**src/rtl/instr_fetch_sequencer_if.sv**
```systemverilog
// Fetch/issue bus of the RISC-8 instruction fetch sequencer.
// Instruction-memory side: imem_req, imem_addr (to memory), imem_ack, imem_rdata (from memory).
// Decode/datapath side: instr_valid, instr, opcode, pc_out (to decode);
// instr_done, branch, jump, branch_taken, target (retire outcome from datapath).
// master = sequencer, slave = memory + decode/datapath.
interface instr_fetch_sequencer_if #(
    parameter int unsigned PC_W    = 8,
    parameter int unsigned INSTR_W = 16
);
    logic               imem_req;
    logic [PC_W-1:0]    imem_addr;
    logic               imem_ack;
    logic [INSTR_W-1:0] imem_rdata;
    logic               instr_valid;
    logic [INSTR_W-1:0] instr;
    logic [3:0]         opcode;
    logic [PC_W-1:0]    pc_out;
    logic               instr_done;
    logic               branch;
    logic               jump;
    logic               branch_taken;
    logic [PC_W-1:0]    target;

    modport master (
        output imem_req, imem_addr, instr_valid, instr, opcode, pc_out,
        input  imem_ack, imem_rdata, instr_done, branch, jump, branch_taken, target
    );

    modport slave (
        input  imem_req, imem_addr, instr_valid, instr, opcode, pc_out,
        output imem_ack, imem_rdata, instr_done, branch, jump, branch_taken, target
    );
endinterface

```
**src/rtl/instr_fetch_sequencer.sv**
```systemverilog
// Multi-cycle instruction fetch and sequencing unit for the RISC-8 core.
// Owns the PC, fetches one instruction per step over a req/ack handshake, holds it in the
// instruction register for decode, and forms the next PC from the retire outcome.
// Ports:
//   clk    - system clock, rising edge
//   rst_n  - synchronous active-low reset
//   en     - run enable, sampled in IDLE and at retire
//   bus    - fetch/issue bus (master side), see instr_fetch_sequencer_if
//   halted - sequencer stopped after retiring HALT_OP
module instr_fetch_sequencer #(
    parameter int unsigned     PC_W     = 8,
    parameter int unsigned     INSTR_W  = 16,
    parameter logic [PC_W-1:0] RESET_PC = '0,
    parameter logic [3:0]      HALT_OP  = 4'b1111
) (
    input  logic                     clk,
    input  logic                     rst_n,
    input  logic                     en,
    instr_fetch_sequencer_if.master  bus,
    output logic                     halted
);

    localparam logic [1:0] IDLE  = 2'd0;
    localparam logic [1:0] FETCH = 2'd1;
    localparam logic [1:0] ISSUE = 2'd2;
    localparam logic [1:0] HALT  = 2'd3;

    logic [1:0]         state_q, state_d;
    logic [PC_W-1:0]    pc_q, pc_d;
    logic [PC_W-1:0]    pc_out_q, pc_out_d;
    logic [INSTR_W-1:0] instr_q, instr_d;
    logic [3:0]         opcode;

    assign opcode = instr_q[INSTR_W-1 -: 4];

    always_comb begin
        state_d  = state_q;
        pc_d     = pc_q;
        pc_out_d = pc_out_q;
        instr_d  = instr_q;
        unique case (state_q)
            IDLE: begin
                if (en) state_d = FETCH;
            end
            FETCH: begin
                if (bus.imem_ack) begin
                    instr_d  = bus.imem_rdata;
                    pc_out_d = pc_q;
                    state_d  = ISSUE;
                end
            end
            ISSUE: begin
                // Branch/jump inputs only matter on the retire edge.
                if (bus.instr_done) begin
                    if (bus.jump) begin
                        pc_d = bus.target;
                    end else if (bus.branch && bus.branch_taken) begin
                        pc_d = bus.target;
                    end else begin
                        pc_d = pc_q + PC_W'(1);
                    end
                    if (opcode == HALT_OP) begin
                        state_d = HALT;
                    end else if (en) begin
                        state_d = FETCH;
                    end else begin
                        state_d = IDLE;
                    end
                end
            end
            HALT: begin
                state_d = HALT;
            end
            default: begin
                state_d = IDLE;
            end
        endcase
    end

    always_ff @(posedge clk) begin
        if (!rst_n) begin
            state_q  <= IDLE;
            pc_q     <= RESET_PC;
            pc_out_q <= RESET_PC;
            instr_q  <= '0;
        end else begin
            state_q  <= state_d;
            pc_q     <= pc_d;
            pc_out_q <= pc_out_d;
            instr_q  <= instr_d;
        end
    end

    // imem_addr tracks pc in every state; memory only looks at it while imem_req is high.
    assign bus.imem_req    = (state_q == FETCH);
    assign bus.imem_addr   = pc_q;
    assign bus.instr_valid = (state_q == ISSUE);
    assign bus.instr       = instr_q;
    assign bus.opcode      = opcode;
    assign bus.pc_out      = pc_out_q;
    assign halted          = (state_q == HALT);

endmodule

```
**src/flat_wrapper.sv**
```systemverilog
// flat-port wrapper written by rule: the top's interface ports become plain ports
module instr_fetch_sequencer_flat 
#(
    parameter int unsigned     PC_W     = 8,
    parameter int unsigned     INSTR_W  = 16,
    parameter logic [PC_W-1:0] RESET_PC = '0,
    parameter logic [3:0]      HALT_OP  = 4'b1111
)
  (clk, rst_n, en, halted, bus_imem_req, bus_imem_addr, bus_instr_valid, bus_instr, bus_opcode, bus_pc_out, bus_imem_ack, bus_imem_rdata, bus_instr_done, bus_branch, bus_jump, bus_branch_taken, bus_target);
  instr_fetch_sequencer_if #(.PC_W(PC_W), .INSTR_W(INSTR_W)) bus_i ();
  input  logic clk;
  input  logic rst_n;
  input  logic en;
  output logic halted;
  output wire logic [$bits(bus_i.imem_req)-1:0] bus_imem_req;
  output wire logic [$bits(bus_i.imem_addr)-1:0] bus_imem_addr;
  output wire logic [$bits(bus_i.instr_valid)-1:0] bus_instr_valid;
  output wire logic [$bits(bus_i.instr)-1:0] bus_instr;
  output wire logic [$bits(bus_i.opcode)-1:0] bus_opcode;
  output wire logic [$bits(bus_i.pc_out)-1:0] bus_pc_out;
  input wire logic [$bits(bus_i.imem_ack)-1:0] bus_imem_ack;
  input wire logic [$bits(bus_i.imem_rdata)-1:0] bus_imem_rdata;
  input wire logic [$bits(bus_i.instr_done)-1:0] bus_instr_done;
  input wire logic [$bits(bus_i.branch)-1:0] bus_branch;
  input wire logic [$bits(bus_i.jump)-1:0] bus_jump;
  input wire logic [$bits(bus_i.branch_taken)-1:0] bus_branch_taken;
  input wire logic [$bits(bus_i.target)-1:0] bus_target;
  assign bus_imem_req = bus_i.imem_req;
  assign bus_imem_addr = bus_i.imem_addr;
  assign bus_instr_valid = bus_i.instr_valid;
  assign bus_instr = bus_i.instr;
  assign bus_opcode = bus_i.opcode;
  assign bus_pc_out = bus_i.pc_out;
  assign bus_i.imem_ack = bus_imem_ack;
  assign bus_i.imem_rdata = bus_imem_rdata;
  assign bus_i.instr_done = bus_instr_done;
  assign bus_i.branch = bus_branch;
  assign bus_i.jump = bus_jump;
  assign bus_i.branch_taken = bus_branch_taken;
  assign bus_i.target = bus_target;
  instr_fetch_sequencer #(.PC_W(PC_W), .INSTR_W(INSTR_W), .RESET_PC(RESET_PC), .HALT_OP(HALT_OP)) u_core (.clk(clk), .rst_n(rst_n), .en(en), .bus(bus_i), .halted(halted));
endmodule
```
**config.mk**
```make
export PLATFORM = sky130hd
export DESIGN_NAME = instr_fetch_sequencer_flat
export DESIGN_NICKNAME = d
export VERILOG_FILES = /design/src/rtl/instr_fetch_sequencer_if.sv /design/src/rtl/instr_fetch_sequencer.sv /design/src/flat_wrapper.sv
export SDC_FILE = /design/constraint.sdc
export NUM_CORES = 1
export LEC_CHECK = 0
export BUFFER_PORTS_ARGS = -buffer_cell sky130_fd_sc_hd__buf_2
export CORE_ASPECT_RATIO = 0.9
export CORE_MARGIN = 4
export CORE_UTILIZATION = 51
export CTS_BUF_LIST = sky130_fd_sc_hd__clkbuf_4 sky130_fd_sc_hd__clkbuf_8
export CTS_CLUSTER_DIAMETER = 200
export DETAILED_ROUTE_END_ITERATION = 10
export GPL_ROUTABILITY_DRIVEN = 0
export PLACE_DENSITY_LB_ADDON = 0.3
export SYNTH_ARGS = -nofsm -noshare
export SYNTH_HDL_FRONTEND = slang
export SYNTH_SLANG_ARGS = --single-unit
```
**constraint.sdc**
```tcl
create_clock -name clk -period 3 [get_ports clk]
set_input_delay 0.6 -clock clk [delete_from_list [all_inputs] [get_ports clk]]
set_output_delay 0.6 -clock clk [all_outputs]
set_load 0.01 [all_outputs]
```
# After elaboration in Yosys (flattened, before gate mapping)
# Index checks and enable logic that the tools add are counted.
# word_totals
register_bits,34
latch_bits,0
ramBits,0
mem_bits_ro,0
input_bits,32
word_cells,25
n_memories,0
# classes
addsub,1
multipliers,0
div_mod_pow,0
order_cmp,0
n_eq_ne,7
shift,0
n_mux,8
bitwise,0
reduce_logical,5
# ops
op,count
8-bit two-way mux,2
"8-bit by 1-bit adder with 8-bit output, second input constant",1
2-bit two-way mux,4
2-bit case mux with 4 select lines,1
"2-bit equality test, second input constant",2
"4-bit equality test, second input constant",1
"2-bit by 1-bit != test with 1-bit output, second input constant",2
2-bit AND reduction,2
3-bit AND reduction,1
"2-bit by 1-bit equality test with 1-bit output, second input constant",1
2-bit zero test,1
"2-bit != test, second input constant",1
1-bit logical AND,1
1-bit two-way mux,1

# Depth between registers and ports, before layout
# Gate-level depths: netlist of run 1.
# depth
word_depth,4
depth_mapped,6
depth_no_buf,5

# Worst setup path after synthesis of run 1
# OpenSTA, ideal clock, no wires.
# synth_path
kind,reg-to-reg
start,"register u_core.pc_q[3], in the netlist u_core.bus.imem_addr[3]"
end,"register u_core.pc_q[7], in the netlist u_core.bus.imem_addr[7]"
arrival_ps,1284
required_ps,2925
path_slack_ps,1641
stages_incl_launch_ff,5
synth_period_minus_slack_ps,1359
path_cell_list,dfxtp_1 nand3_2 or3_1 o31a_1 o22ai_1
# synth_via
elab_chain_cells,3
# synth_rtl
item,line,text
from (decl),instr_fetch_sequencer.sv:29,"logic [PC_W-1:0] pc_q, pc_d;"
from (signal assigned),instr_fetch_sequencer.sv:88,pc_q <= pc_d;
8-bit by 1-bit adder with 8-bit output,instr_fetch_sequencer.sv:60,pc_d = pc_q + PC_W'(1);
8-bit two-way mux,instr_fetch_sequencer.sv:57,end else if (bus.branch && bus.branch_taken) begin
8-bit two-way mux,instr_fetch_sequencer.sv:55,if (bus.jump) begin
# Every way passes these cells.
# A chain may end at the register's enable or synchronous reset.

# Worst setup path in the final report of run 1
# layout_path
start,register u_core.state_q[0]
end,output port bus_imem_req
# layout_via
elab_chain_cells,1
# layout_rtl
item,line,text
from (decl),instr_fetch_sequencer.sv:28,"logic [1:0] state_q, state_d;"
from (signal assigned),instr_fetch_sequencer.sv:87,state_q <= state_d;
2-bit by 1-bit equality test with 1-bit output,instr_fetch_sequencer.sv:95,assign bus.imem_req = (state_q == FETCH);
to (decl),flat_wrapper.sv:15,output wire logic [$bits(bus_i.imem_req)-1:0] bus_imem_req;
# Every way passes these cells.

==> run_results.csv, run 1 <==
group,metric,value,unit
outcome,status,"finished clean",
timing,post-route-period-util,57.9,%
critical_path,r2r-end,"u_core.bus.instr[2]",
final_layout,final_area,1880,um2
clock_tree,clk_pin_slew,0.10,ns
synthesis,seq_area_frac_synth,47.0,%
final_layout,num_antenna_cells,0,
grt,grt_pass1_wl,5650,um
clock_tree,cts_tree,"built",
synthesis,ys_ff_latch,34,
drt,ant_nets,0,
critical_path,r2r_start,"u_core.state_q[0]",
synthesis,syn_inst,187,
worst_hold_path,min_to,"u_core.bus.instr[3]",
drt,drcViolationCount,0,
die,row_count,18,
critical_path,rr_worst_depth,4,
timing,setup_ws,1.26,ns
final_layout,final_cell_count_no_fill,292,
grt,first_global_vias,1310,
power,leakage,0.000852,uW
power,p_seq_share,46.9,%
placed_design,dpl_worst_slack,1.27,ns
die,die_h,58.6,um
job,cap_violations,0,
drt,dr_total_vias,1494,
clock_tree,clock-sinks,34,
synthesis,yosys.area.top_type,"dfxtp_1",
timing,worst_pin_slew,0.841,ns
synthesis,syn_area_per_cell,7.75,um2
final_layout,n_fill_cell,240,
power,p_int,788,uW
worst_hold_path,worst_hold_startpoint,"u_core.bus.instr[3]",
timing,final.min_clock_period,1.74,ns
clock_tree,cts_buffer_depth,2,
critical_path,arrival,1.14,ns
clock_tree,clock_latency,0.34,ns
power,switching_share,22.2,%
drt,viasPerCell,5.12,
critical_path,worst_setup_path_end_kind,"primary output",
synthesis,syn_nets,220,
die,die_area,3760,um2
grt,gr-total-overflow,0,
clock_tree,hold_buffers,0,
final_layout,nNetsFinal,284,
power,pwr-share-comb,9.9,%
critical_path,crit_path_cell_trace,"nor2b_1 -> buf_2",
grt,antenna_found_initial,0,
clock_tree,post_cts_buffers,0,
final_layout,syn2layout_area_growth,29.7,%
placed_design,placed_cell_area,1770,um2
worst_hold_path,min_path_cells,2,
synthesis,ys_warn_count,0,
clock_tree,cts_made_buffers,5,
grt,globalRouteTotalUtil,19.4,%
drt,dr.pass1.iters,4,
final_layout,final_layout_size_suffix_gt1_share,32.9,%
critical_path,path_max_fanout,6,
timing,rsz0062_at_grt,"false",
worst_hold_path,hold_class,"register to register",
die,core_area,2730,um2
clock_tree,cts_root_buf,"clkbuf_4",
synthesis,synth_area,1450,um2
timing,fin_skew,0.00395,ns
timing,fin_setup_tns,0,ns
critical_path,worstPathRequired,2.40,ns
critical_path,r2r_slack,1.31,ns
die,ios,71,
die,initial_core_util,53.2,%
power,ir_drop,0.433,mV
critical_path,crit_type,"register to primary output",
timing,slew_headroom,43.9,%
timing,drv_slew,0,
drt,routed_wl,3560,um
power,power.density,540,nW/um2
clock_tree,htree_num_levels,2,
power,clockPowerShare,43.2,%
timing,finalHoldViolations,0,
timing,finalSetupViolCount,0,
placed_design,io_buffers,70,
final_layout,final_core_util,69.0,%
drt,wire_per_inst,12.2,um
critical_path,cp_slowest_cell,"dfxtp_1",
placed_design,hpwl,2460,um
critical_path,cp-start-kind,"register",
synthesis,yosys-top-cells-area,"dfxtp_1 47%, nand2_1 16%, a21oi_1 11%",
timing,clock.fmax,576,MHz
synthesis,synth_top_area_share,47.0,%
drt,drt-initial-drc-count,93,
grt,grt_max_degree,26,
power,p_sw,226,uW
clock_tree,cts_resized,0,
critical_path,slowest_delay,0.42,ns
synthesis,synth_cell_types,36,
die,dieWidth,64.2,um
placed_design,dpl.cell_count,284,
## cells in the mapped netlist, drive strengths merged
cell type and number:
nor2 5, nor3b 1, clkbuf 4, o22ai 4
nand2 61, a21oi 33, and3b 1, o21ai 6
o21bai 1, nand3b 1, and2 2, nor2b 1
o211a 1, or2 1, a211oi 3, a31oi 1
nand3 3, a2bb2oi 1, o31a 1, a311oi 1
a21o 1, nor3 2, ha 1, dfxtp 34
or3 1, buf 10, inv 4, nand4 1
nor4 1
## critical path: cells and delay by family, from the launching register on
kind          cells  cell delay (ns)
simple gates      1             0.21
flops             1             0.42
buf+inv           1             0.16
## registers in the layout, indices dropped and copies added, names as in the netlist
name,count
u_core.bus.pc_out,8
u_core.bus.instr,16
u_core.state_q,2
u_core.bus.imem_addr,8
## area by class of cell
class	instances	area [um2]	area share (%)
Multi-Input combinational cell	135	664	35.4
Timing Repair Buffer	71	358	19.0
Tap cell	40	50.0	2.66
Sequential cell	34	681	36.2
Inverter	4	15.0	0.799
Clock buffer	6	51.3	2.73
Clock inverter	2	60.1	3.20
## metal layers
metal | GRT usage (%) | share of wire (%) | routed length (um)
met5 | 0 | 0 | 0
met4 | 9.34 | 1.7 | 59
met3 | 7.06 | 8.0 | 286
met2 | 31.7 | 47 | 1660
met1 | 22.9 | 44 | 1550
## worst max path at each step
| stage | from | to | slack, ns | depth (start not counted) |
|---|---|---|---|---|
| after floorplan | u_core.bus.imem_addr[3] | u_core.bus.imem_addr[7] | 1.64 | 4 |
| after global placement | bus_imem_ack | u_core.bus.pc_out[6] | 1.29 | 4 |
| after detailed placement | bus_imem_ack | u_core.bus.instr[2] | 1.27 | 4 |
| after CTS | u_core.state_q[0] | bus_imem_req | 1.27 | 2 |
| after global routing | u_core.state_q[0] | u_core.bus.instr[5] | 1.13 | 4 |
| final | u_core.state_q[0] | bus_imem_req | 1.26 | 2 |
## cell families after synthesis
| group | synth area share (%) |
|---|---|
| and+or+nand+nor | 24.0 |
| AOI/OAI and AO/OA | 21.0 |
| adders and majority gates | 0.863 |
| DFF | 47.0 |
| buffers and inverters | 7.17 |
## cells in the final DEF, fill, tap and decap left out
cell / instances
nor4_1: 1
and2_1: 2
a21oi_1: 32
o31a_1: 1
inv_2: 1
o22ai_1: 4
nand3_1: 2
buf_2: 70
ha_1: 1
nand2_2: 1
nor2_1: 5
clkbuf_8: 1
o21bai_1: 1
nand2_1: 60
nor3b_1: 1
nor2b_1: 1
a21oi_2: 1
o21ai_0: 3
and3b_1: 1
inv_1: 3
a2bb2oi_1: 1
nor3_1: 2
clkbuf_4: 5
dfxtp_1: 34
nand4_1: 1
buf_4: 1
a21o_1: 1
o21ai_1: 3
bufinv_16: 2
a211oi_1: 3
o211a_1: 1
or2_1: 1
a311oi_1: 1
nand3_2: 1
a31oi_1: 1
nand3b_1: 1
or3_1: 1
## power groups by stage
stage | Clock, uW | Combinational (uW) | Sequential, uW
after floorplan | 0 | 55.4 | 490
after global placement | 0 | 99.3 | 486
after detailed placement | 0 | 99.8 | 486
after CTS | 443 | 100 | 476
after global routing | 469 | 111 | 478
final | 438 | 100 | 476
## through the flow
stage / hold slack [ns] / total power [uW]
floorplan: 0.481 / 546
global placement: 0.441 / 585
detailed placement: 0.444 / 586
CTS: 0.459 / 1020
global route: 0.460 / 1060
finish: 0.456 / 1010
(Power assumes the default switching activity.)
==> inputs of run 2 (changes only) <==
- ABC_AREA: not set -> 1
- CORE_UTILIZATION: 51 -> 49
- clock period: 3 -> 1.8 ns (I/O delays scaled with it)
==> run 2 against run 1 <==
Critical path depth up 1. Power grew 77%. Register-to-register slack lost 0.83 ns.
==> run_results.csv, run 2 <==
group,metric,value,unit
die,dieWidth,68.5,um
placed_design,dpl_worst_slack,0.392,ns
synthesis,synth-edff-count,0,
critical_path,path_max_fanout,10,
critical_path,arrival,1.21,ns
clock_tree,cts_root_buf,"clkbuf_8",
final_layout,largest_register_ffs,16,
final_layout,layout_common_cells,"70 x buf_2, 48 x nand2_1, 34 x dfxtp_1, 33 x nand3_1, 32 x a21oi_1",
synthesis,synthXorXnorAreaFrac,0.542,%
drt,wire_per_inst,12.0,um
placed_design,io_buffers,70,
synthesis,yosys-top-cells-area,"dfxtp_1 42%, nand2_1 11%, nand3_1 10%",
power,power.density,880,nW/um2
grt,gr-total-overflow,0,
grt,grt_busiest_layer,"met1",
synthesis,ys_warn_count,0,
timing,fin_skew,0.00368,ns
grt,met3_usage,5.76,%
timing,drv_slew,0,
drt,viasPerCell,5.06,
die,row_count,19,
synthesis,synth_cell_types,24,
clock_tree,hold_buffers,0,
timing,finalHoldViolations,0,
grt,grt_pass1_wl,6100,um
clock_tree,post_cts_buffers,0,
timing,finalSetupViolCount,0,
synthesis,muxShareOfSynthArea,0,%
final_layout,n_fill_cell,295,
timing,rsz0062_at_grt,"false",
grt,antenna_found_initial,0,
synthesis,ys_ff_latch,34,
timing,setup_ws,0.233,ns
final_layout,nNetsFinal,315,
clock_tree,cts_resized,0,
outcome,status,"finished clean",
grt,globalRouteTotalUtil,18.2,%
timing,worst_pin_slew,0.364,ns
die,initial_core_util,51.9,%
grt,use_met1,25.5,%
critical_path,worstPathRequired,1.44,ns
final_layout,syn2layout_area_growth,26.2,%
critical_path,cp_slowest_cell,"dfxtp_1",
synthesis,synth_top_area_share,42.1,%
drt,routed_wl,3910,um
timing,final.min_clock_period,1.57,ns
synthesis,yosys.area.top_type,"dfxtp_1",
job,cap_violations,0,
worst_hold_path,hold_class,"primary input to register",
drt,drt-initial-drc-count,70,
synthesis,synth_ff_type,"dfxtp_1",
grt,first_global_vias,1362,
final_layout,final_area,2040,um2
drt,dr.pass1.iters,4,
synthesis,synth-simple-area-share,28.9,%
synthesis,seq_area_frac_synth,42.1,%
placed_design,hpwl,2760,um
final_layout,final_layout_size_suffix_gt1_share,34.6,%
clock_tree,cts_tree,"built",
timing,post-route-period-util,87.1,%
critical_path,worst_setup_path_end_kind,"primary output",
drt,dr_total_vias,1645,
timing,clock.fmax,638,MHz
clock_tree,htree_num_levels,2,
placed_design,placed_cell_area,1930,um2
critical_path,crit_path_cell_trace,"inv_2 -> nor2_4 -> buf_2",
synthesis,syn_area_per_cell,7.45,um2
timing,slew_headroom,75.7,%
synthesis,synth_area,1620,um2
clock_tree,clk_pin_slew,0.07,ns
final_layout,num_antenna_cells,0,
drt,drcViolationCount,0,
die,core_area,3110,um2
power,leakage,0.000958,uW
critical_path,crit_type,"register to primary output",
clock_tree,clock-sinks,34,
critical_path,cp-start-kind,"register",
power,ir_drop,0.552,mV
die,ios,71,
synthesis,synth_top_family_by_area,"simple AND/OR/NAND/NOR gates",
synthesis,synth_compound_area_share,16.1,%
grt,use_met2,25.4,%
final_layout,final_common_cell,"buf_2",
die,die_area,4280,um2
clock_tree,clock_latency,0.28,ns
synthesis,async_flop_share,0,%
die,die_h,62.5,um
timing,fin_setup_tns,0,ns
synthesis,ys_top_cells_by_count,"48 x nand2_1, 34 x dfxtp_1, 33 x nand3_1, 32 x a21oi_1, 16 x inv_1",
final_layout,final_core_util,65.5,%
synthesis,yosys.area_share.adder,0.774,%
clock_tree,cts_made_buffers,5,
clock_tree,cts_buffer_depth,2,
critical_path,slowest_delay,0.44,ns
synthesis,syn_inst,217,
grt,grt_max_degree,26,
synthesis,syn_nets,250,
drt,ant_nets,0,
synthesis,synth.most_common_cell,"nand2_1",
[run 2: cell count changes after synthesis, moves of 3 or more]
cell,change
buf_6,+4
o211ai_1,+3
nand3_1,+31
a21oi_2,+3
o22ai_1,-4
a211oi_1,-3
inv_1,+13
buf_4,-3
nor2_1,+4
nor2_2,+3
buf_2,+3
nand2_1,-12
[run 2: final cells by class]
class                           instances  area, um2  area share, %
Tap cell                               42       52.6           2.58
Timing Repair Buffer                   74        380           18.6
Sequential cell                        34        681           33.4
Inverter                               18       67.6           3.31
Clock buffer                            8        110           5.40
Multi-Input combinational cell        149        749           36.7
[run 2: logic make-up (layout without fill, tap and decap cells)]
kind of cell | count (synthesis) | after routing
flip-flops | 34 | 34
XOR/XNOR | 1 | 1
adder cells (fa/ha/maj) | 1 | 1
AO/OA/AOI/OAI | 46 | 46
AND/OR/NAND/NOR | 101 | 101
buffers and inverters | 34 | 100
[run 2: worst paths after layout]
kind | from | end | slack [ns] | cells after the start
setup / recovery | u_core.state_q[0] | bus_imem_req | 0.23 | 3
hold / removal | bus_target[4] | u_core.bus.imem_addr[4] | 0.34 | 3
setup reg to reg | u_core.state_q[0] | u_core.bus.pc_out[4] | 0.48 | 5
hold reg to reg | u_core.bus.pc_out[2] | u_core.bus.pc_out[2] | 0.46 | 2
[run 2: critical path, delay by kind of cell, from the launching register on]
kind / cells / cell delay (ns)
DFF: 1 / 0.44
and+or+nand+nor: 1 / 0.23
buffers and inverters: 2 / 0.27
[run 2: per-stage QoR]
| step | power, uW | instances | hold slack (ns) |
|---|---|---|---|
| 2_1_floorplan | 1080 | 217 | 0.483 |
| 3_3_place_gp | 1170 | 317 | 0.446 |
| 3_5_place_dp | 1170 | 317 | 0.451 |
| 4_1_cts | 1810 | 325 | 0.328 |
| 5_1_grt | 1890 | 325 | 0.337 |
| 6_report | 1800 | 325 | 0.336 |
[run 2: per-layer routing]
layer	wire [um]	part of all wire, %
met1	1790	46
met2	1710	44
met3	347	8.9
met4	58	1.5
met5	0	0
[run 2: power by group]
group | switching [uW] | internal (uW) | leakage [uW]
Sequential | 36.7 | 792 | 0.000275
Combinational | 198 | 125 | 0.000625
Clock | 257 | 386 | 0.0000575
==> inputs of run 3 (changes only) <==
- CORE_MARGIN: 4 -> 1
- clock period: 1.8 -> 1.7 ns (I/O delays scaled with it)
==> run 3 against run 2 <==
Clock power down 27%. Die area down 18%. Critical path depth unchanged. Register-to-register slack worse by 0.05 ns. Combinational power up 5%. Wire length down 9.0%. Final area down 1.9%. Setup slack worse by 0.079 ns. Critical endpoint unchanged. Largest power group unchanged.
==> run_results.csv, run 3 (same netlist as run 2, synthesis figures left out) <==
group,metric,value,unit
critical_path,crit_path_cell_trace,"inv_2 -> nor2_4 -> buf_2",
final_layout,final_common_cell,"buf_2",
clock_tree,cts_root_buf,"clkbuf_4",
critical_path,path_max_fanout,6,
critical_path,worstPathRequired,1.36,ns
grt,grt_max_degree,26,
clock_tree,clock_latency,0.32,ns
clock_tree,post_cts_buffers,0,
clock_tree,cts_buffer_depth,2,
drt,dr_total_vias,1622,
drt,ant_nets,0,
grt,antenna_found_initial,0,
clock_tree,cts_made_buffers,5,
critical_path,r2r_slack,0.43,ns
timing,finalSetupViolCount,0,
die,dieWidth,62.5,um
final_layout,largest_register_ffs,16,
critical_path,slowest_delay,0.46,ns
power,power.density,842,nW/um2
critical_path,arrival,1.21,ns
clock_tree,cts_tree,"built",
die,initial_core_util,52.3,%
final_layout,n_fill_cell,321,
final_layout,nNetsFinal,316,
worst_hold_path,min_to,"u_core.bus.imem_addr[4]",
drt,drt-initial-drc-count,77,
grt,grt_pass1_wl,5820,um
final_layout,layout_common_cells,"70 x buf_2, 48 x nand2_1, 34 x dfxtp_1, 33 x nand3_1, 32 x a21oi_1",
power,leakage,0.000944,uW
clock_tree,cts_resized,0,
die,ios,71,
power,ir_drop,0.618,mV
timing,fin_skew,0.00727,ns
die,core_area,3090,um2
timing,clock.fmax,647,MHz
timing,rsz0062_at_grt,"false",
final_layout,final_area,2000,um2
clock_tree,clock-sinks,34,
grt,globalRouteTotalUtil,20.6,%
outcome,status,"finished clean",
grt,first_global_vias,1353,
timing,worst_pin_slew,0.382,ns
critical_path,crit_type,"register to primary output",
placed_design,placed_cell_area,1940,um2
final_layout,multiInputGateArea,749,um2
clock_tree,hold_buffers,0,
drt,wire_per_inst,10.9,um
die,die_area,3530,um2
drt,route.met2.wl,1620,um
critical_path,worst_setup_path_end_kind,"primary output",
critical_path,r2r-end,"u_core.bus.imem_addr[6]",
timing,final.min_clock_period,1.55,ns
final_layout,regArea,681,um2
placed_design,hpwl,2670,um
drt,routed_wl,3560,um
timing,drv_slew,0,
timing,post-route-period-util,90.9,%
drt,dr.pass1.iters,4,
timing,finalHoldViolations,0,
die,die_h,56.5,um
critical_path,rr_worst_depth,8,
timing,fin_setup_tns,0,ns
clock_tree,htree_num_levels,2,
grt,gr-total-overflow,0,
drt,drcViolationCount,0,
worst_hold_path,hold_class,"primary input to register",
critical_path,cp_slowest_cell,"dfxtp_1",
clock_tree,clk_pin_slew,0.10,ns
final_layout,syn2layout_area_growth,23.8,%
worst_hold_path,worst_hold_startpoint,"bus_target[4]",
die,row_count,19,
drt,viasPerCell,4.98,
worst_hold_path,min_path_cells,3,
drt,wl_met3,169,um
final_layout,num_antenna_cells,0,
timing,slew_headroom,74.5,%
job,cap_violations,0,
drt,m1WireLength,1720,um
critical_path,r2r_start,"u_core.bus.imem_addr[0]",
drt,top_layer_used,"met4",
placed_design,io_buffers,70,
critical_path,cp-start-kind,"register",
final_layout,final_layout_size_suffix_gt1_share,34.9,%
[run 3: cell count changes in the layout (fill, tap and decap cells not counted)]
cell / change
clkinv_2: +1
buf_4: +1
clkbuf_4: +6
clkbuf_8: -7
[run 3: cell type report]
cell class | count | area share [%]
clock buffers | 7 | 2.94
clock inverters | 1 | 0.250
inverters | 18 | 3.38
multi-input cells | 149 | 37.4
flip-flops and latches | 34 | 34.0
well taps | 42 | 2.63
repair buffers | 75 | 19.4
[run 3: report_power, final]
| part | internal [uW] | total, uW | switching [uW] |
|---|---|---|---|
| Sequential | 838 | 878 | 39.5 |
| Combinational | 134 | 339 | 205 |
| Clock | 216 | 470 | 253 |
| Total | 1190 | 1690 | 498 |
[run 3: how the worst max path moves through the flow]
stage,startpoint,endpoint,slack [ns],cells after the start
after global routing,u_core.state_q[0],bus_imem_req,0.08,3
final,u_core.state_q[0],bus_imem_req,0.15,3
after floorplan,u_core.bus.imem_addr[0],u_core.bus.imem_addr[6],0.50,8
after detailed placement,bus_branch_taken,u_core.bus.imem_addr[5],0.30,7
after global placement,bus_branch,u_core.bus.imem_addr[5],0.34,7
after CTS,u_core.state_q[0],bus_imem_req,0.14,3
[run 3: per-layer routing]
layer / vias up / track usage, %
li1: 843 / -
met1: 730 / 26.8
met2: 43 / 32.9
met3: 6 / 5.69
met4: 0 / 6.98
met5: - / 0
[run 3: worst max-delay path: cells and delay by family (launching register included)]
| family | cells | cell delay (ns) |
|---|---|---|
| buffers and inverters | 2 | 0.25 |
| flip-flops | 1 | 0.46 |
| AND/OR/NAND/NOR | 1 | 0.18 |
[run 3: metrics by stage]
stage / hold slack, ns / cells / setup WS, ns / power, uW / util, %
finish: 0.255 / 326 / 0.154 / 1690 / 64.8
global route: 0.249 / 326 / 0.0831 / 1770 / 64.8
CTS: 0.246 / 326 / 0.138 / 1700 / 64.8
detailed placement: 0.451 / 318 / 0.303 / 1240 / 62.7
global placement: 0.447 / 318 / 0.336 / 1230 / 62.7
floorplan: 0.463 / 217 / 0.501 / 1140 / -
